<file path="src/rtl/common_pkg.sv">
// Shared pipeline-control types: sequencer states and stage index names.
package common_pkg;

  typedef enum logic [1:0] {
    IDLE   = 2'd0,
    RUN    = 2'd1,
    DRAIN  = 2'd2,
    HALTED = 2'd3
  } pipe_state_e;

  localparam int STG_IF  = 0;
  localparam int STG_ID  = 1;
  localparam int STG_EX  = 2;
  localparam int STG_MEM = 3;
  localparam int STG_WB  = 4;

endpackage

</file>
<file path="src/rtl/pipe_perf_cnt.sv">
// Cycle / retire / stall / flush performance counters, wrapping at 2^CNT_W.
module pipe_perf_cnt #(
  parameter int CNT_W = 32
) (
  input  logic             sys_clk,
  input  logic             rst,
  input  logic             cycle_en,
  input  logic             instret_en,
  input  logic             stall_en,
  input  logic             flush_en,
  output logic [CNT_W-1:0] cycle_cnt,
  output logic [CNT_W-1:0] instret_cnt,
  output logic [CNT_W-1:0] stall_cnt,
  output logic [CNT_W-1:0] flush_cnt
);

  always_ff @(posedge sys_clk) begin
    if (rst) begin
      cycle_cnt   <= '0;
      instret_cnt <= '0;
      stall_cnt   <= '0;
      flush_cnt   <= '0;
    end else begin
      if (cycle_en)   cycle_cnt   <= cycle_cnt + 1'b1;
      if (instret_en) instret_cnt <= instret_cnt + 1'b1;
      if (stall_en)   stall_cnt   <= stall_cnt + 1'b1;
      if (flush_en)   flush_cnt   <= flush_cnt + 1'b1;
    end
  end

endmodule

</file>
<file path="src/rtl/pipeline_controller.sv">
// Stall/flush/valid sequencer for the in-order core: per-register enable and
// bubble strobes, per-stage valid tracking, start-up gating and halt drain.
module pipeline_controller
  import common_pkg::*;
#(
  parameter int NUM_STAGES = 5,
  parameter int CNT_W      = 32
) (
  input  logic                  sys_clk,
  input  logic                  rst,
  input  logic                  start,
  input  logic                  halt_req,
  input  logic [NUM_STAGES-1:0] stall_req,
  input  logic [NUM_STAGES-1:0] flush_req,
  output logic [NUM_STAGES-1:0] reg_en,
  output logic [NUM_STAGES-1:0] reg_bubble,
  output logic                  redirect,
  output logic [NUM_STAGES-1:0] stage_valid,
  output logic [1:0]            state,
  output logic [CNT_W-1:0]      cycle_cnt,
  output logic [CNT_W-1:0]      instret_cnt,
  output logic [CNT_W-1:0]      stall_cnt,
  output logic [CNT_W-1:0]      flush_cnt
);

  localparam int IDX_W = $clog2(NUM_STAGES);

  // Returns {found, index of highest set bit}.
  function automatic logic [IDX_W:0] top_bit(input logic [NUM_STAGES-1:0] v);
    logic [IDX_W:0] r;
    r = '0;
    for (int unsigned i = 0; i < NUM_STAGES; i++)
      if (v[i]) r = {1'b1, IDX_W'(i)};
    return r;
  endfunction

  pipe_state_e             state_q, state_d;
  logic [NUM_STAGES-1:1]   valid_q, valid_nxt;
  logic [NUM_STAGES-1:0]   valid_all;
  logic [NUM_STAGES-1:0]   stall_vec, flush_vec;
  logic [IDX_W:0]          s_enc, f_enc;
  logic                    s_found, f_found;
  logic [IDX_W-1:0]        s_idx, f_idx;
  logic                    active;
  logic                    stall_hon, flush_hon;

  assign active    = (state_q == RUN) || (state_q == DRAIN);
  assign valid_all = {valid_q, state_q == RUN};

  // WB cannot stall and IF cannot redirect, so those request bits are masked.
  assign stall_vec = stall_req & valid_all & {1'b0, {(NUM_STAGES-1){1'b1}}};
  assign flush_vec = flush_req & valid_all & {{(NUM_STAGES-1){1'b1}}, 1'b0};

  assign s_enc   = top_bit(stall_vec);
  assign f_enc   = top_bit(flush_vec);
  assign s_found = s_enc[IDX_W];
  assign s_idx   = s_enc[IDX_W-1:0];
  assign f_found = f_enc[IDX_W];
  assign f_idx   = f_enc[IDX_W-1:0];

  always_comb begin
    reg_en     = '0;
    reg_bubble = '0;
    redirect   = 1'b0;
    stall_hon  = 1'b0;
    flush_hon  = 1'b0;
    if (active) begin
      if (f_found && (!s_found || (f_idx > s_idx))) begin
        flush_hon = 1'b1;
        reg_en    = '1;
        for (int unsigned i = 1; i < NUM_STAGES; i++)
          if (i <= 32'(f_idx)) reg_bubble[i] = 1'b1;
      end else if (s_found) begin
        stall_hon = 1'b1;
        for (int unsigned i = 1; i < NUM_STAGES; i++) begin
          if (i == 32'(s_idx) + 1) begin
            reg_en[i]     = 1'b1;
            reg_bubble[i] = 1'b1;
          end else if (i > 32'(s_idx) + 1) begin
            reg_en[i] = 1'b1;
          end
        end
      end else begin
        reg_en = '1;
      end
      // Draining: PC frozen and nothing new enters decode; a flush still kills
      // younger work but must not steer the PC.
      if (state_q == DRAIN) begin
        reg_en[0]     = 1'b0;
        reg_bubble[1] = reg_en[1];
      end
      redirect = flush_hon && (state_q == RUN);
    end
  end

  always_comb begin
    valid_nxt = valid_q;
    for (int unsigned i = 1; i < NUM_STAGES; i++)
      if (reg_en[i]) valid_nxt[i] = reg_bubble[i] ? 1'b0 : valid_all[i-1];
  end

  always_comb begin
    state_d = state_q;
    unique case (state_q)
      IDLE:    if (start)             state_d = RUN;
      RUN:     if (halt_req)          state_d = DRAIN;
      DRAIN:   if (valid_nxt == '0)   state_d = HALTED;
      HALTED:                         state_d = HALTED;
      default:                        state_d = IDLE;
    endcase
  end

  always_ff @(posedge sys_clk) begin
    if (rst) begin
      state_q <= IDLE;
      valid_q <= '0;
    end else begin
      state_q <= state_d;
      valid_q <= valid_nxt;
    end
  end

  assign stage_valid = valid_all;
  assign state       = state_q;

  pipe_perf_cnt #(
    .CNT_W (CNT_W)
  ) u_perf (
    .sys_clk     (sys_clk),
    .rst         (rst),
    .cycle_en    (active),
    .instret_en  (active && valid_q[NUM_STAGES-1]),
    .stall_en    (stall_hon),
    .flush_en    (flush_hon),
    .cycle_cnt   (cycle_cnt),
    .instret_cnt (instret_cnt),
    .stall_cnt   (stall_cnt),
    .flush_cnt   (flush_cnt)
  );

endmodule

</file>
<file path="config.mk">
export PLATFORM = sky130hd
export DESIGN_NAME = pipeline_controller
export DESIGN_NICKNAME = d
export VERILOG_FILES = /design/src/rtl/common_pkg.sv /design/src/rtl/pipe_perf_cnt.sv /design/src/rtl/pipeline_controller.sv
export SDC_FILE = /design/constraint.sdc
export NUM_CORES = 1
export LEC_CHECK = 0
export ABC_AREA = 1
export CORE_MARGIN = 3
export CORE_UTILIZATION = 45
export DETAILED_ROUTE_END_ITERATION = 8
export PLACE_DENSITY = 0.75
export RECOVER_POWER = 25
export SKIP_CTS_REPAIR_TIMING = 1
export SLEW_MARGIN = 30
export SYNTH_ARGS = -nofsm -noshare
export SYNTH_HDL_FRONTEND = slang
export SYNTH_SLANG_ARGS = --single-unit
</file>
<file path="constraint.sdc">
create_clock -name sys_clk -period 2.6 [get_ports sys_clk]
set_input_delay 0.65 -clock sys_clk [delete_from_list [all_inputs] [get_ports sys_clk]]
set_output_delay 0.65 -clock sys_clk [all_outputs]
set_load 0.02 [all_outputs]
</file>
# == Word-level counts from Yosys, hierarchy flattened ==
# Cells that the tools add are included.
# totals
register_bits,134
input_bits,14
output_inout_bits,146
word_cells,93
# op_classes
n_addsub,5
n_lt_le_gt_ge,9
n_eq_ne,10
muxes,52
bitwise_logic,2
reduce_logical,9
# op_table
operator,n
"32-bit by 1-bit adder with 32-bit output, second input constant",4
"2-bit by 32-bit == test with 1-bit output, first input constant",2
"2-bit by 32-bit greater-than comparator with 1-bit output, first input constant",2
4-bit 2-to-1 mux,12
1-bit 2-to-1 mux,34
"1-bit by 32-bit == test with 1-bit output, first input constant",1
"3-bit by 32-bit == test with 1-bit output, first input constant",1
"1-bit by 32-bit greater-than comparator with 1-bit output, first input constant",1
5-bit 2-to-1 mux,2
2-bit case mux with 4 select lines,1
"2-bit by 3-bit less-or-equal comparator with 1-bit output, first input constant",2
2-bit 2-to-1 mux,3
5-bit bitwise AND,1
"3-bit by 1-bit adder with 4-bit output, second input constant",1
4-bit bitwise AND,1
"2-bit == test, second input constant",2
"3-bit by 4-bit greater-than comparator with 1-bit output, first input constant",1
4-bit zero test,1
"2-bit inequality test, second input constant",2
3-bit greater-than comparator,1
"1-bit by 3-bit less-or-equal comparator with 1-bit output, first input constant",1
"3-bit less-or-equal comparator, first input constant",1
1-bit logical AND,3
3-bit AND reduction,1
other kinds (5),6

# == Longest topological paths before layout ==
# Gate-level depths: netlist (run 1).
# logic_depth
word_depth,19
depth_mapped,21
depth_no_buf,21

# == Hierarchy ==
# From an unflattened synthesis (run 1), not the netlist that was laid out.
# hier_totals
hier_cells,1201
hier_area_um2,7651.1
# modules_own_cells
module,instances,cells_each,area_each_um2
pipe_perf_cnt,1,1074,6870.3
pipeline_controller,1,127,780.7

# == Least setup slack after synthesis (run 1) ==
# Ideal clock, no wire load.
# synth_path
path_kind,input-to-output
from,input stall_req[2]
to,output redirect
t_arrival_ns,2.275
t_required_ns,1.950
path_slack_ns,-0.325
stages,11
path_cell_list,nand2_1 -> inv_1 -> o21ai_0 -> ha_1 -> nand2_1 -> nand2_1 -> nand3_2 -> nand3_2 -> buf_2 -> buf_1 -> nor2_1
# synth_via
elab_chain_cells,10
elab_cells_between_ends,11
# synth_rtl
item,line_no,source
from (decl),pipeline_controller.sv:13,"input logic [NUM_STAGES-1:0] stall_req,"
4-bit bitwise AND (*),pipeline_controller.sv:51,"assign stall_vec = stall_req & valid_all & {1'b0, {(NUM_STAGES-1){1'b1}}};"
4-bit 2-to-1 mux (*) (2 in series),pipeline_controller.sv:33,"if (v[i]) r = {1'b1, IDX_W'(i)};"
3-bit greater-than comparator or 1-bit zero test (tied branches),pipeline_controller.sv:68,if (f_found && (!s_found || (f_idx > s_idx))) begin
1-bit logical OR (*),pipeline_controller.sv:68,
1-bit logical AND (*),pipeline_controller.sv:68,
1-bit 2-to-1 mux (*),pipeline_controller.sv:68,
1-bit 2-to-1 mux (*),pipeline_controller.sv:67,if (active) begin
1-bit logical AND (*),pipeline_controller.sv:92,redirect = flush_hon && (state_q == RUN);
1-bit 2-to-1 mux (*),pipeline_controller.sv:67,
to (decl),pipeline_controller.sv:17,"output logic redirect,"
# Every way passes the cells marked *; elsewhere a longest branch is shown, timed or not. The select of a mux whose other input is x is not followed.

# == Worst setup path in the final report (run 1) ==
# layout_path
from,input flush_req[2]
to,output reg_en[0]
# layout_via
elab_chain_cells,10
# layout_rtl
item,line_no,source
from (decl),pipeline_controller.sv:14,"input logic [NUM_STAGES-1:0] flush_req,"
5-bit bitwise AND (*),pipeline_controller.sv:52,"assign flush_vec = flush_req & valid_all & {{(NUM_STAGES-1){1'b1}}, 1'b0};"
4-bit 2-to-1 mux (*) (3 in series),pipeline_controller.sv:33,
3-bit greater-than comparator,pipeline_controller.sv:68,
1-bit logical OR,pipeline_controller.sv:68,
1-bit logical AND (*),pipeline_controller.sv:68,
5-bit 2-to-1 mux (*),pipeline_controller.sv:68,
1-bit 2-to-1 mux (*),pipeline_controller.sv:88,if (state_q == DRAIN) begin
5-bit 2-to-1 mux (*),pipeline_controller.sv:67,
to (decl),pipeline_controller.sv:15,"output logic [NUM_STAGES-1:0] reg_en,"
# Every way passes the cells marked *; elsewhere a longest branch is shown, timed or not.

==> results of run 1 <==
-- layout make-up --
type | count | area share (%)
Clock buffer | 21 | 4.52
Clock inverter | 11 | 1.65
Inverter | 142 | 5.14
Multi-Input combinational cell | 780 | 40.0
Sequential cell | 134 | 25.9
Tap cell | 211 | 2.54
Timing Repair Buffer | 225 | 20.3
-- state kept, by name, summed over array words and instances, names as in the netlist --
name,count
valid_q,4
u_perf.cycle_cnt,32
u_perf.stall_cnt,32
state,2
u_perf.instret_cnt,32
u_perf.flush_cnt,32
-- metrics by stage --
step                      worst slack [ps]  TNS [ps]  hold slack [ps]
after floorplan                       11.9         0              537
final                                 -196     -1100              469
after CTS                             -936    -15130              470
after detailed placement              -925    -36930              455
after global routing                  -287     -4160              487
after global placement                -928    -36220              455
-- where the power goes --
group	internal [µW]	switching (µW)	total (µW)
Sequential	2110	54.1	2160
Combinational	789	1000	1790
Clock	1680	923	2610
Total	4580	1980	6560
-- placed cells by master (no fill, tap or decap), types with 7 or more instances in the layout --
master / count
sky130_fd_sc_hd__dlymetal6s2s_1: 8
sky130_fd_sc_hd__nor3b_1: 7
sky130_fd_sc_hd__nor2_1: 116
sky130_fd_sc_hd__buf_6: 8
sky130_fd_sc_hd__clkdlybuf4s50_1: 138
sky130_fd_sc_hd__xor2_1: 18
sky130_fd_sc_hd__nand2_2: 18
sky130_fd_sc_hd__o21ai_0: 49
sky130_fd_sc_hd__nand2_4: 10
sky130_fd_sc_hd__nand2_1: 240
sky130_fd_sc_hd__nor3_1: 59
sky130_fd_sc_hd__inv_2: 11
sky130_fd_sc_hd__nor4_1: 14
sky130_fd_sc_hd__dfxtp_1: 131
sky130_fd_sc_hd__a21oi_1: 94
sky130_fd_sc_hd__nand3_1: 34
sky130_fd_sc_hd__clkbuf_16: 17
sky130_fd_sc_hd__o21a_1: 8
sky130_fd_sc_hd__ha_1: 8
sky130_fd_sc_hd__nor2_4: 13
sky130_fd_sc_hd__buf_4: 64
sky130_fd_sc_hd__inv_1: 129
sky130_fd_sc_hd__nand4_1: 23
sky130_fd_sc_hd__xnor2_1: 10
sky130_fd_sc_hd__nand3_2: 7
-- kinds of logic after synthesis --
logic type,Yosys count
xor gates and xnor gates,28
AOI/OAI and AO/OA,174
other,1
and+or+nand+nor,567
DFF,134
adders and majority gates,10
buffers and inverters,166
-- routing by layer --
layer  vias up  GRT usage (%)  wire (µm)
met5         -              0          0
met4         0           7.62        488
met3        46           6.77       1550
met2       271           36.3       9730
met1      3553           29.6       9400
li1       3972              -          -
-- worst paths after layout --
kind / startpoint / to / slack (ps) / depth (start not counted)
setup / recovery: flush_req[2] / reg_en[0] / -200 / 16
hold / removal: u_perf.cycle_cnt[31] / u_perf.cycle_cnt[31] / 470 / 2
hold reg to reg: u_perf.cycle_cnt[31] / u_perf.cycle_cnt[31] / 470 / 2
setup reg to reg: state[0] / u_perf.instret_cnt[29] / 20 / 14
-- tightest hold or removal path: stages, from the launching register on --
cell	delay, ps
sky130_fd_sc_hd__dfxtp_1	310
sky130_fd_sc_hd__inv_1	60
sky130_fd_sc_hd__a21oi_1	50
==> impl_summary.txt, run 1 <==
----------------------------------------------------
[Timing]
  Worst Clk Skew ... 10.3 ps
  Final setup violation count ... 9
  Setup repair after global routing missed its margin ... true
  Portion of the clock cycle consumed by the worst path in the final layout ... 108%
  Worst setup margin ... -196 ps
  Pin slew with the least headroom to its limit ... 586 ps
  Max_slew headroom ... 60.7%
  Final hold vios ... 0
  Max frequency ... 358 MHz
  Min Tclk post-route ... 2800 ps
  Max-slew violation count ... 0

[Synthesis]
  Compound-cell area share of the yosys netlist ... 12.8%
  Dominant combinational cell family by area after synthesis ... simple AND/OR/NAND/NOR gates
  Total number of yosys warnings ... 0
  Number of instances in the synthesized netlist ... 1,080
  Number of distinct library cells after synthesis ... 48
  Fraction of registers with async set/reset ... 0%
  Proportion of synthesized area in mux cells ... 0%
  Synthesized area ... 0.00725 mm²
  Syn Area/Cell ... 6.71 µm²
  Synth top area share ... 37.0%
  Yosys top cell by area ... sky130_fd_sc_hd__dfxtp_1
  Leading register cell type out of synthesis ... sky130_fd_sc_hd__dfxtp_1
  Sequential-to-total area share from yosys stat ... 37.0%
  Syn_nets ... 1,104
  Post-Synth Simple-Gate Area ... 36.2%
  Flop and latch count out of synthesis ... 134
  Xor/xnor share of the synthesized area ... 3.38%
  Synth top area cells ... sky130_fd_sc_hd__dfxtp_1 (37%), sky130_fd_sc_hd__nand2_1 (13%), sky130_fd_sc_hd__inv_1 (7.0%), sky130_fd_sc_hd__a21oi_1 (6.7%), sky130_fd_sc_hd__nor2_1 (6.2%)
  Top cells by instance count after synthesis ... sky130_fd_sc_hd__nand2_1 (258), sky130_fd_sc_hd__inv_1 (135), sky130_fd_sc_hd__dfxtp_1 (134)
  Post-synthesis share of cell area spent on full adders, half adders and majority gates ... 1.73%
  Most frequently used cell type in the post-synthesis netlist ... sky130_fd_sc_hd__nand2_1
  Number of synthesized flops with an enable pin ... 0

[Floorplanning]
  Core region area ... 0.0155 mm²
  Vertical die dimension ... 133 µm
  Initial standard-cell utilization of the core ... 46.8%
  Horizontal die dimension ... 133 µm
  DIE AREA ... 0.0177 mm²
  Num ports ... 160
  Std-Cell Rows ... 45

[Clock network]
  Clk sinks ... 134
  Cts bufs inserted ... 17
  Maximum count of clock buffers along a single path ... 2
  Clock root cell ... sky130_fd_sc_hd__clkbuf_16
  Skew-Pair Late Insertion Delay ... 420 ps
  Htree depth ... 4
  TritonCTS clock tree ... built
  Clock transition at path regs ... 60 ps

[Placement]
  Count of input and output buffers ... 156
  HPWL Detailed ... 15,200 µm
  Placed standard-cell area ... 0.00947 mm²
  Placer Congestion ... 0.952
  Cell count after placement ... 1,484

[Worst hold path]
  Worst min path class ... flop to flop

[Routing]
  Total wirelength of the detailed-routed design ... 21,200 µm
  Initial DRC count ... 446
  Vias per cell ... 5.15
  Via count ... 7,842
  DRC Markers ... 0
  Antenna violation net count after detailed routing ... 0
  Detailed-route wire length per cell ... 13.9 µm
  Length of the first detailed-routing pass in iterations ... 5

[Critical path]
  WP buf/inv ... 4
  Largest delay share family, worst path ... simple AND/OR/NAND/NOR gates
  Crit path launch type ... input pin
  Data arrival, critical path ... 2150 ps
  List of cells traversed by the critical path ... dlymetal6s2s_1, nand2_4, nand3_2, nand2_2, nand2_2, ha_4, inv_2, nand2_2, nand2_2, nand2_4, nand3_4, nand2_4, nand2_2, inv_2, nor3_2, buf_4
  Critical-path cell with the highest stage delay ... sky130_fd_sc_hd__buf_4
  Maximum net fanout on the critical path ... 5
  Max incr delay on CP ... 170 ps
  Crit-path most repeated cell ... sky130_fd_sc_hd__nand2_2
  Worst Setup Path Type ... input pin to output port
  Endpoint class of the critical path ... output port
  Required time reported for the critical path endpoint ... 1950 ps

[Global route]
  Remaining global-route overflow ... 0
  Initial antenna violation count ... 0
  Total global routing track utilization ... 22.8%
  Wire length of the first global-routing pass ... 33,600 µm
  Via count of the first global-routing pass ... 7,080
  Largest net degree at the start of global routing ... 73

[Status]
  Outcome ... finished with violations
  Failing checks ... setup timing

[Cells and area]
  Fraction of final layout cells sized beyond drive strength 1 ... 15.1%
  Antenna Diode Count ... 0
  Final core utilization ... 67.2%
  Signed area change from the synthesized netlist to the final layout ... 43.5%
  Final Instance Area ... 0.0104 mm²
  Area of all sequential standard cells ... 0.00269 mm²
  Filler cells ... 1,325
  Post-route non-filler standard cell count ... 1,524
  Net total in the final layout ... 1,324
  Area taken by multi-input logic gates ... 0.00416 mm²

[Power and ir drop]
  Power, Total ... 6560 µW
  Leak Pwr ... 0.00385 µW
  Power density over cell area ... 630 mW/mm²
  Worst supply voltage drop on vdd ... 0.458 mV

[Flow run]
  Max cap viols ... 0

----------------------------------------------------
Note: power is estimated with default switching activity, not from simulation.
==> run 2: changes to the inputs <==
--- a/config.mk
+++ b/config.mk
@@ -9,10 +9,10 @@
 export CORE_MARGIN = 3
 export CORE_UTILIZATION = 45
 export DETAILED_ROUTE_END_ITERATION = 8
-export PLACE_DENSITY = 0.75
+export PLACE_DENSITY = 0.72
 export RECOVER_POWER = 25
-export SKIP_CTS_REPAIR_TIMING = 1
 export SLEW_MARGIN = 30
 export SYNTH_ARGS = -nofsm -noshare
 export SYNTH_HDL_FRONTEND = slang
+export SYNTH_HIERARCHICAL = 1
 export SYNTH_SLANG_ARGS = --single-unit
==> constraint.sdc (replaced) <==
create_clock -name sys_clk -period 3.4 [get_ports sys_clk]
set_input_delay 0.85 -clock sys_clk [delete_from_list [all_inputs] [get_ports sys_clk]]
set_output_delay 0.85 -clock sys_clk [all_outputs]
set_load 0.02 [all_outputs]
==> run 2 against run 1 <==
The run now ends clean. Via count grew 4.6%. Sequential share of layout area down 0.23 points. Non-clock buffer count decreased by 13. Hold slack gained 5.4 ps. Critical path depth fell by 1. Clock power down 30%. Critical path type unchanged. Sequential power down 23%. Clock-buffer cell count decreased by 1. Design area grew 0.55%. Die area grew 5.3%. Area after synthesis increased by 5.5%.
==> impl_summary.txt, run 2 <==
----------------------------------------------------
[Routing]
  DRC Markers ... 0 (unchanged)
  Total wirelength of the detailed-routed design ... 21,500 µm (+1.8%)
  Length of the first detailed-routing pass in iterations ... 5 (unchanged)
  Antenna violation net count after detailed routing ... 0 (unchanged)
  Detailed-route wire length per cell ... 13.1 µm (-5.8%)
  Vias per cell ... 4.98 (-3.2%)
  Via count ... 8,199 (+4.6%)
  Initial DRC count ... 567 (+27%)

[Synthesis]
  Number of synthesized flops with an enable pin ... 0 (unchanged)
  Synth top area share ... 35.1% (-1.9 points)
  Fraction of registers with async set/reset ... 0% (unchanged)
  Flop and latch count out of synthesis ... 134 (unchanged)
  Total number of yosys warnings ... 6 (+6)
  Yosys top cell by area ... sky130_fd_sc_hd__dfxtp_1
  Syn_nets ... 1,225 (+11%)
  Number of instances in the synthesized netlist ... 1,201 (+11%)
  Most frequently used cell type in the post-synthesis netlist ... sky130_fd_sc_hd__nand2_1
  Leading register cell type out of synthesis ... sky130_fd_sc_hd__dfxtp_1
  Top cells by instance count after synthesis ... sky130_fd_sc_hd__nand2_1 (293), sky130_fd_sc_hd__nor2_1 (271), sky130_fd_sc_hd__dfxtp_1 (134)
  Sequential-to-total area share from yosys stat ... 35.1% (-1.9 points)
  Synthesized area ... 0.00765 mm² (+5.5%)
  Syn Area/Cell ... 6.37 µm² (-5.1%)
  Number of distinct library cells after synthesis ... 39 (-19%)
  Synth top area cells ... sky130_fd_sc_hd__dfxtp_1 (35%), sky130_fd_sc_hd__nand2_1 (14%), sky130_fd_sc_hd__nor2_1 (13%), sky130_fd_sc_hd__nand3_1 (6.6%), sky130_fd_sc_hd__inv_1 (6.1%)

[Global route]
  Initial antenna violation count ... 0 (unchanged)
  Largest net degree at the start of global routing ... 82 (+12%)
  Remaining global-route overflow ... 0 (unchanged)
  Via count of the first global-routing pass ... 7,593 (+7.2%)
  Total global routing track utilization ... 23.4% (+0.56 points)
  Wire length of the first global-routing pass ... 35,600 µm (+6.0%)

[Clock network]
  Clk sinks ... 134 (unchanged)
  Htree depth ... 4 (unchanged)
  Cts bufs inserted ... 17 (unchanged)
  Number of buffers inserted for hold repair after clock tree synthesis ... 0
  TritonCTS clock tree ... built
  Skew-Pair Late Insertion Delay ... 420 ps (about the same)
  Maximum count of clock buffers along a single path ... 2 (unchanged)
  Clock transition at path regs ... 60 ps (about the same)
  Clock root cell ... sky130_fd_sc_hd__clkbuf_16

[Cells and area]
  Commonest non-fill, non-tap cells in the layout ... sky130_fd_sc_hd__nand2_1 (286), sky130_fd_sc_hd__nor2_1 (272), sky130_fd_sc_hd__dfxtp_1 (134)
  Most frequent standard cell in the layout excluding fill and tap cells ... sky130_fd_sc_hd__nand2_1
  Net total in the final layout ... 1,437 (+8.5%)
  Fraction of final layout cells sized beyond drive strength 1 ... 13.9% (-1.2 points)
  Final Instance Area ... 0.0105 mm² (+0.55%)
  Antenna Diode Count ... 0 (unchanged)
  Signed area change from the synthesized netlist to the final layout ... 36.7%
  Final core utilization ... 63.1% (-4.1 points)
  Post-route non-filler standard cell count ... 1,646 (+8.0%)

[Timing]
  Portion of the clock cycle consumed by the worst path in the final layout ... 98.0%
  Pin slew with the least headroom to its limit ... 680 ps (+94.7 ps)
  Final setup violation count ... 0 (-9)
  Worst hold slack ... 475 ps (+5.39 ps)
  Final hold vios ... 0 (unchanged)
  Setup repair after global routing missed its margin ... false
  Max_slew headroom ... 54.6% (-6.0 points)
  Max-slew violation count ... 0 (unchanged)
  Worst Clk Skew ... 10.2 ps (-0.0622 ps)
  Max frequency ... 300 MHz
  Min Tclk post-route ... 3330 ps

[Critical path]
  Endpoint class of the critical path ... output port
  Crit path launch type ... input pin
  Required time reported for the critical path endpoint ... 2550 ps (+600 ps)
  Maximum net fanout on the critical path ... 6 (+1)
  Worst Setup Path Type ... input pin to output port
  Data arrival, critical path ... 2480 ps (+330 ps)

[Placement]
  Placed standard-cell area ... 0.00974 mm² (+2.8%)
  Count of input and output buffers ... 156 (unchanged)
  Placer Congestion ... 0.924 (-2.9%)
  HPWL Detailed ... 15,700 µm (+2.8%)
  Cell count after placement ... 1,601 (+7.9%)

[Floorplanning]
  Std-Cell Rows ... 47 (+4.4%)
  Num ports ... 160 (unchanged)
  DIE AREA ... 0.0186 mm² (+5.3%)
  Initial standard-cell utilization of the core ... 46.1% (-0.70 points)
  Vertical die dimension ... 136 µm (+2.6%)
  Core region area ... 0.0166 mm² (+7.1%)
  Horizontal die dimension ... 136 µm (+2.6%)

[Power and ir drop]
  Power density over cell area ... 438 mW/mm² (-30%)
  Worst supply voltage drop on vdd ... 0.350 mV (-24%)
  Power, Total ... 4590 µW (-30%)
  Leak Pwr ... 0.00413 µW (+7.3%)

[Worst hold path]
  Worst min path class ... flop to flop

[Status]
  Outcome ... complete, no violations

[Flow run]
  Max cap viols ... 0 (unchanged)

----------------------------------------------------
[run 2: critical path, cell delays in order]
cell and delay [ps]:
sky130_fd_sc_hd__dlygate4sd2_1 220, sky130_fd_sc_hd__nand2_2 90, sky130_fd_sc_hd__buf_4 160, sky130_fd_sc_hd__a21oi_4 160
sky130_fd_sc_hd__ha_4 160, sky130_fd_sc_hd__inv_2 20, sky130_fd_sc_hd__nand2_1 60, sky130_fd_sc_hd__nand2_1 70
sky130_fd_sc_hd__nand2_2 80, sky130_fd_sc_hd__nand3_4 90, sky130_fd_sc_hd__nand2_4 110, sky130_fd_sc_hd__buf_4 120
sky130_fd_sc_hd__nand3_2 60, sky130_fd_sc_hd__nand2_2 110, sky130_fd_sc_hd__buf_6 120
[run 2: path summary, 6_finish.rpt]
kind	slack, ps	startpoint	to	cells after the start
min reg2reg	470	u_perf/cycle_cnt[8]	u_perf/cycle_cnt[8]	2
min	470	u_perf/cycle_cnt[8]	u_perf/cycle_cnt[8]	2
max	70	stall_req[3]	reg_bubble[4]	15
max reg2reg	580	valid_q[2]	u_perf/flush_cnt[21]	18
[run 2: routing by layer]
metal	up-vias	share of wire (%)	GRT usage, %
li1	4225	-	-
met1	3741	46	30.0
met2	199	48	39.6
met3	34	4.0	4.15
met4	0	1.8	7.89
met5	-	0	0
[run 2: cell families (layout without fill, tap and decap cells)]
| group | Yosys count | count (layout) | synth area share, % |
|---|---|---|---|
| and+or+nand+nor | 791 | 791 | 46.7 |
| buffers and inverters | 150 | 375 | 7.67 |
| DFF | 134 | 134 | 35.1 |
| AOI/OAI and AO/OA | 97 | 97 | 6.85 |
| xor gates and xnor gates | 18 | 18 | 2.06 |
| adders and majority gates | 10 | 10 | 1.64 |
| other | 1 | 1 | 0.0490 |
[run 2: power by group]
| part | total [µW] | switching (µW) | internal (µW) |
|---|---|---|---|
| Sequential | 1660 | 49.8 | 1610 |
| Combinational | 1100 | 664 | 439 |
| Clock | 1830 | 711 | 1120 |
[run 2: timing repair]
action | CTS | global route
setup endpoints to repair | 9 | 9
resized for setup | 67 | 6
setup buffers | 11 | 2
hold endpoints to repair | 0 | 0
pin swaps | 12 | 8
[run 2: through the flow]
stage	setup TNS (ps)	setup WS [ps]
after CTS	0	1.41
after detailed placement	-16430	-658
after global routing	0	2.61
final	0	68.3
after global placement	-13840	-619
after floorplan	0	191
[run 2: final cells by class]
| class | count | area, µm² |
|---|---|---|
| timing repair buffer | 212 | 1970 |
| clock inverter | 12 | 129 |
| inverter | 131 | 494 |
| tap | 220 | 275 |
| multi-input combinational | 917 | 4450 |
| sequential | 134 | 2680 |
| clock buffer | 20 | 457 |
| fill | 1587 | 6120 |
==> run 3: changes to the inputs <==
--- a/config.mk
+++ b/config.mk
@@ -11,8 +11,7 @@
 export DETAILED_ROUTE_END_ITERATION = 8
 export PLACE_DENSITY = 0.72
 export RECOVER_POWER = 25
-export SLEW_MARGIN = 30
+export SLEW_MARGIN = 0
 export SYNTH_ARGS = -nofsm -noshare
 export SYNTH_HDL_FRONTEND = slang
-export SYNTH_HIERARCHICAL = 1
 export SYNTH_SLANG_ARGS = --single-unit
==> run 3 against run 2 <==
Power grew 8.5%. Hold slack lost 6.2 ps. Die area shrank 5.0%. Largest power group unchanged.
==> impl_summary.txt, run 3 (synthesis results as in run 1) <==
----------------------------------------------------
[Cells and area]
  Net total in the final layout ... 1,306 (-9.1%)
  Fraction of final layout cells sized beyond drive strength 1 ... 12.9% (-0.98 points)
  Commonest non-fill, non-tap cells in the layout ... sky130_fd_sc_hd__nand2_1 (243), sky130_fd_sc_hd__dfxtp_1 (134), sky130_fd_sc_hd__inv_1 (131)
  Most frequent standard cell in the layout excluding fill and tap cells ... sky130_fd_sc_hd__nand2_1
  Antenna Diode Count ... 0 (unchanged)
  Signed area change from the synthesized netlist to the final layout ... 39.9%
  Final core utilization ... 65.5% (+2.4 points)

[Critical path]
  Max incr delay on CP ... 240 ps (+20 ps)
  Crit path launch type ... input pin
  Endpoint class of the critical path ... output port
  Critical-path cell with the highest stage delay ... sky130_fd_sc_hd__dlygate4sd2_1
  WP buf/inv ... 4 (-1)
  List of cells traversed by the critical path ... dlygate4sd2_1, nand2_2, inv_2, o21ai_4, ha_4, nand2_2, nand2_2, nand3_4, nand2_8, nand2_4, inv_2, nor3_2, buf_4
  Data arrival, critical path ... 2430 ps (-50 ps)
  Required time reported for the critical path endpoint ... 2550 ps (about the same)
  Worst Setup Path Type ... input pin to output port
  Largest delay share family, worst path ... simple AND/OR/NAND/NOR gates
  Maximum net fanout on the critical path ... 5 (-1)
  Crit-path most repeated cell ... sky130_fd_sc_hd__nand2_2
  R2r setup slk ... 320 ps (-260 ps)

[Timing]
  Max_slew headroom ... 50.4% (-4.3 points)
  Worst setup margin ... 124 ps (+55.8 ps)
  Total negative setup slack ... 0 ps (unchanged)
  Min Tclk post-route ... 3280 ps (-55.8 ps)
  Max frequency ... 305 MHz (+1.7%)
  Final hold vios ... 0 (unchanged)
  Worst Clk Skew ... 9.89 ps (-0.345 ps)
  Worst hold slack ... 468 ps (-6.18 ps)
  Portion of the clock cycle consumed by the worst path in the final layout ... 96.4% (-1.6 points)
  Final setup violation count ... 0 (unchanged)
  Max-slew violation count ... 0 (unchanged)
  Setup repair after global routing missed its margin ... false
  Pin slew with the least headroom to its limit ... 744 ps (+64.0 ps)

[Routing]
  Length of the first detailed-routing pass in iterations ... 6 (+1)
  Antenna violation net count after detailed routing ... 0 (unchanged)
  Vias per cell ... 5.13 (+3.0%)
  Total wirelength of the detailed-routed design ... 20,900 µm (-2.8%)
  DRC Markers ... 0 (unchanged)
  Initial DRC count ... 455 (-20%)
  Detailed-route wire length per cell ... 13.9 µm (+6.3%)
  Via count ... 7,719 (-5.9%)

[Floorplanning]
  Num ports ... 160 (unchanged)
  Core region area ... 0.0155 mm² (-6.6%)
  Horizontal die dimension ... 133 µm (-2.5%)
  DIE AREA ... 0.0177 mm² (-5.0%)
  Std-Cell Rows ... 45 (-4.3%)
  Initial standard-cell utilization of the core ... 46.8% (+0.70 points)
  Vertical die dimension ... 133 µm (-2.5%)

[Global route]
  Largest net degree at the start of global routing ... 63 (-23%)
  Total global routing track utilization ... 23.5% (+0.13 points)
  Remaining global-route overflow ... 0 (unchanged)
  Wire length of the first global-routing pass ... 34,600 µm (-2.8%)
  Via count of the first global-routing pass ... 7,131 (-6.1%)
  Initial antenna violation count ... 0 (unchanged)

[Status]
  Outcome ... complete, no violations

[Placement]
  Count of input and output buffers ... 156 (unchanged)
  HPWL Detailed ... 15,300 µm (-2.6%)
  Worst-case setup slack after placement ... -686 ps (-28.2 ps)
  Placer Congestion ... 0.909 (-1.6%)

[Clock network]
  TritonCTS clock tree ... built
  Clock transition at path regs ... 60 ps (about the same)
  Htree depth ... 4 (unchanged)
  Clock root cell ... sky130_fd_sc_hd__clkbuf_16
  Maximum count of clock buffers along a single path ... 2 (unchanged)
  Cts bufs inserted ... 17 (unchanged)
  Number of buffers inserted for hold repair after clock tree synthesis ... 0 (unchanged)
  Clk sinks ... 134 (unchanged)
  Skew-Pair Late Insertion Delay ... 420 ps (about the same)

[Worst hold path]
  Worst min path class ... flop to flop

[Flow run]
  Max cap viols ... 0 (unchanged)

[Power and ir drop]
  Power density over cell area ... 491 mW/mm² (+12%)
  Leak Pwr ... 0.00379 µW (-8.4%)
  Worst supply voltage drop on vdd ... 0.474 mV (+35%)

----------------------------------------------------
[run 3: cell types whose count changed in the layout (fill, tap and decap cells not counted), moves of 12 or more]
cell                      delta
sky130_fd_sc_hd__a21oi_1    +42
sky130_fd_sc_hd__nand2_1    -43
sky130_fd_sc_hd__nand3_1    -69
sky130_fd_sc_hd__nor2_1    -153
sky130_fd_sc_hd__nor2_2     -15
sky130_fd_sc_hd__nor3_1     +38
sky130_fd_sc_hd__nor4_1     +14
sky130_fd_sc_hd__o21ai_0    +27
sky130_fd_sc_hd__xor2_1     +12
[run 3: final timing paths]
path	startpoint	to	cells after the start
max	stall_req[2]	reg_en[0]	13
min	u_perf.instret_cnt[29]	u_perf.instret_cnt[29]	2
max reg2reg	state[0]	u_perf.instret_cnt[21]	16
min reg2reg	u_perf.instret_cnt[29]	u_perf.instret_cnt[29]	2
[run 3: layout make-up]
class / count / area, µm²
multi-input cells: 780 / 4090
clock buffers: 18 / 429
inverters: 142 / 534
well taps: 211 / 264
repair buffers: 207 / 1930
flip-flops and latches: 134 / 2680
fillers: 1405 / 5340
clock inverters: 13 / 219
[run 3: worst reg2reg max path, delay by kind of cell, from the launching register on]
| family | cells | cell delay, ps |
|---|---|---|
| buffers and inverters | 3 | 440 |
| adder cells (fa/ha/maj) | 1 | 620 |
| AND/OR/NAND/NOR | 10 | 1340 |
| flip-flops | 1 | 380 |
| AO/OA/AOI/OAI | 2 | 180 |
[run 3: what timing repair did]
item,4_1_cts,5_1_grt
pin swaps,14,16
resized for setup,84,16
buffers inserted,8,1
endpoints found under the setup margin,9,11
[run 3: stage by stage]
| stage | cell area [µm²] | total power [µW] | instances |
|---|---|---|---|
| floorplan | 7250 | 2300 | 1080 |
| global placement | 9280 | 2810 | 1465 |
| detailed placement | 9280 | 2800 | 1465 |
| CTS | 10100 | 4970 | 1504 |
| global route | 10100 | 5210 | 1505 |
| finish | 10100 | 4980 | 1505 |
[run 3: layer usage]
metal	vias up	global-route usage, %	share of wire (%)
li1	3931	-	-
met1	3476	32.3	46
met2	291	37.1	45
met3	21	5.82	7.8
met4	0	5.89	1.3
met5	-	0	0
[run 3: power by group]
| part | total [µW] | switching (µW) | internal [µW] |
|---|---|---|---|
| Clock | 2050 | 737 | 1310 |
| Sequential | 1650 | 43.6 | 1610 |
| Combinational | 1280 | 753 | 523 |
==> RTL change, RTL diff (flow settings as in run 3) <==
Register the output `flush_cnt`, cleared by the reset; this adds one clock of latency there. The other outputs are not delayed to match.
--- a/src/rtl/pipeline_controller.sv
+++ b/src/rtl/pipeline_controller.sv
@@ -26,2 +26,4 @@
   localparam int IDX_W = $clog2(NUM_STAGES);
+
+  logic [CNT_W-1:0] flush_cnt_d;
 
@@ -137,4 +139,12 @@
     .stall_cnt   (stall_cnt),
-    .flush_cnt   (flush_cnt)
+    .flush_cnt   (flush_cnt_d)
   );
+
+  always_ff @(posedge sys_clk) begin
+    if (rst) begin
+      flush_cnt <= '0;
+    end else begin
+      flush_cnt <= flush_cnt_d;
+    end
+  end
 
Check against the original RTL: not equivalent (a bounded check fails within 4 cycles, from zero or initial values and one cycle with rst high).
==> RTL change against run 3 <==
Routed wire length grew 5.3%. Synthesized area rose by 14%. Via count grew 5.2%. Largest power group is now registers. Worst setup slack worse by 8.4 ps. Critical endpoint is now reg_bubble[1]. Sequential cell count up 32. Final area rose by 8.7%. The flow now finishes with violations (max-capacitance violations, max-slew violations). Hold slack lost 17 ps. Total power grew 8.0%. Sequential power rose by 22%. Largest cell class unchanged.
==> RTL change: results (changes against run 3) <==
metric	value	unit	change
Fillers	1624		+16%
Hold Path Stages	2		unchanged
placed wire-length estimate	16100	um	+5.2%
DRT Pass-1 Iters	5		-1
Synth warnings	0		unchanged
Post-synth top cells	nand2_1, dfxtp_1, inv_1, nor2_1, a21oi_1		
largest net degree at the start of global routing	48		-24%
met3 usage	5.22	%	-0.59 points
net count reported at finish	1390		+6.4%
worst path arrival time	2430	ps	about the same
Routed wire per std cell	13.8	um	-1.1%
clock-pin slew on the worst setup and hold paths	60	ps	about the same
top_reg_cell synth	dfxtp_1		
Async S/R FF share, synth	0	%	unchanged
Initial DRC Count	371		-18%
Cell variety after synth	47		-2.1%
Leak	4.15	nW	+9.5%
worst hold start	u_perf.flush_cnt[31]$_SDFFE_PP0P_		
Slew Limit Fails	48		+48
clk_skew	11.2	ps	+1.33 ps
max cap viols	1		+1
global-route wire length before repair	36700	um	+5.9%
share of layout cells above drive strength 1	12.3	%	-0.57 points
GRT Util Overall	22.0	%	-1.5 points
clock root buffer master	clkbuf_16		
wire length on met2	10000	um	+6.5%
Syn Nets	1188		+7.6%
Net Switching	1.58	mW	+3.0%
grt met1 use	29.8	%	-2.4 points
FF-to-FF path depth	16		unchanged
sequential area share after synthesis	40.3	%	+3.3 points
failing checks	max-capacitance violations, max-slew violations		
GR Util met2	35.6	%	-1.5 points
top layer reached by signal wires	met4		
synth top area cells	dfxtp_1, nand2_1, inv_1		
Worst Path Max Fanout	5		unchanged
WHS Endpoint	flush_cnt[31]$_SDFF_PP0_		
H-tree levels	4		unchanged
clock buffer depth	2		unchanged
status	finished, violations left		
R2R setup slack	370	ps	+50 ps
Inserted Diodes	0		unchanged
Peak VDD IR	0.574	mV	+21%
M1 WL	10300	um	+6.8%
commonest non-fill, non-tap cell in the layout	nand2_1		
Hold Crit Class	reg -> reg		
# port buffers	156		unchanged
combinational share of power	24.9	%	-0.7 points
worst r2r src	state[1]$_SDFFE_PP0P_		
GP Congestion	0.890		-2.1%
Critical R2R Capture	u_perf.instret_cnt[27]$_SDFFE_PP0P_		
Slew Limit Headroom	-44.8	%	-95 points
clock latency on the worst-skew pair	430	ps	
vias in the first global route	7583		+6.3%
wire length on met3	1470	um	-10%
Vias	8122		+5.2%
initial antenna violation count	0		unchanged
Num CTS Buffers	17		unchanged
==> RTL change: changes by cell type in the layout (fill, tap and decap cells not counted), sizes merged, moves of 6 or more <==
cell,run 3,this run
nor2,134,169
dfxtp,134,166
inv,145,161
clkdlybuf4s50,98,113
dlygate4sd3,41,26
nand2,268,258
clkbuf,19,25
==> RTL change: per-stage QoR <==
step | area (um^2) | power, mW | std cells | setup slack [ps] | hold WS [ps]
global route | 11000 | 5.63 | 1603 | 5.23 | 485
floorplan | 8250 | 2.76 | 1164 | 193 | 427
CTS | 11000 | 5.38 | 1603 | 6.05 | 452
detailed placement | 10300 | 3.27 | 1557 | -659 | 446
finish | 11000 | 5.37 | 1603 | 116 | 452
global placement | 10300 | 3.27 | 1557 | -642 | 444
==> RTL change: cells by family after synthesis <==
family	share of synthesized area, %
AND/OR/NAND/NOR	35.3
buffers and inverters	8.84
AO/OA/AOI/OAI	11.1
flip-flops	40.3
XOR/XNOR	2.97
adder cells (fa/ha/maj)	1.52
other	0.0455
==> RTL change: worst max-delay path by stage <==
| stage | from | endpoint | slack, ps | depth (start not counted) |
|---|---|---|---|---|
| 6_report | flush_req[2] | reg_bubble[1] | 120 | 14 |
| 5_1_grt | stall_req[2] | state[0]$_SDFFE_PP0P_ | 5 | 25 |
| 4_1_cts | stall_req[1] | reg_bubble[1] | 6 | 12 |
| 3_5_place_dp | stall_req[1] | reg_bubble[1] | -660 | 12 |
| 3_3_place_gp | stall_req[1] | reg_en[0] | -640 | 12 |
| 2_1_floorplan | stall_req[2] | reg_en[0] | 190 | 11 |
==> RTL change: layout make-up <==
class | count | area, um^2 | share of cell area [%]
Tap cell | 225 | 282 | 2.55
Clock inverter | 7 | 119 | 1.08
Inverter | 161 | 612 | 5.55
Timing Repair Buffer | 210 | 1940 | 17.6
Sequential cell | 166 | 3320 | 30.1
Clock buffer | 24 | 492 | 4.46
Multi-Input combinational cell | 810 | 4260 | 38.6
==> RTL change: power by group through the flow <==
stage	clock, mW	sequential (mW)	combinational (mW)
floorplan	0	2.10	0.658
global placement	0	2.06	1.21
detailed placement	0	2.06	1.20
CTS	2.05	2.02	1.30
global route	2.14	2.03	1.46
finish	2.01	2.02	1.34
==> RTL change: worst max-delay path, cell delays in order <==
cell and delay, ps:
dlygate4sd2_1 230, nand2_2 120, nand3_2 70, nand2_1 60, nand2_1 60, ha_2 320, nand2_2 70, nand2_4 80
nand3_4 100, nand2_4 120, nand2_2 60, nand2_2 70, nor2_1 50, buf_4 160
==> RTL change: what timing repair did <==
action	4_1_cts	5_1_grt
buffers inserted	15	0
gates resized for setup	65	11
pin swaps	13	10
endpoints found under the setup margin	9	10
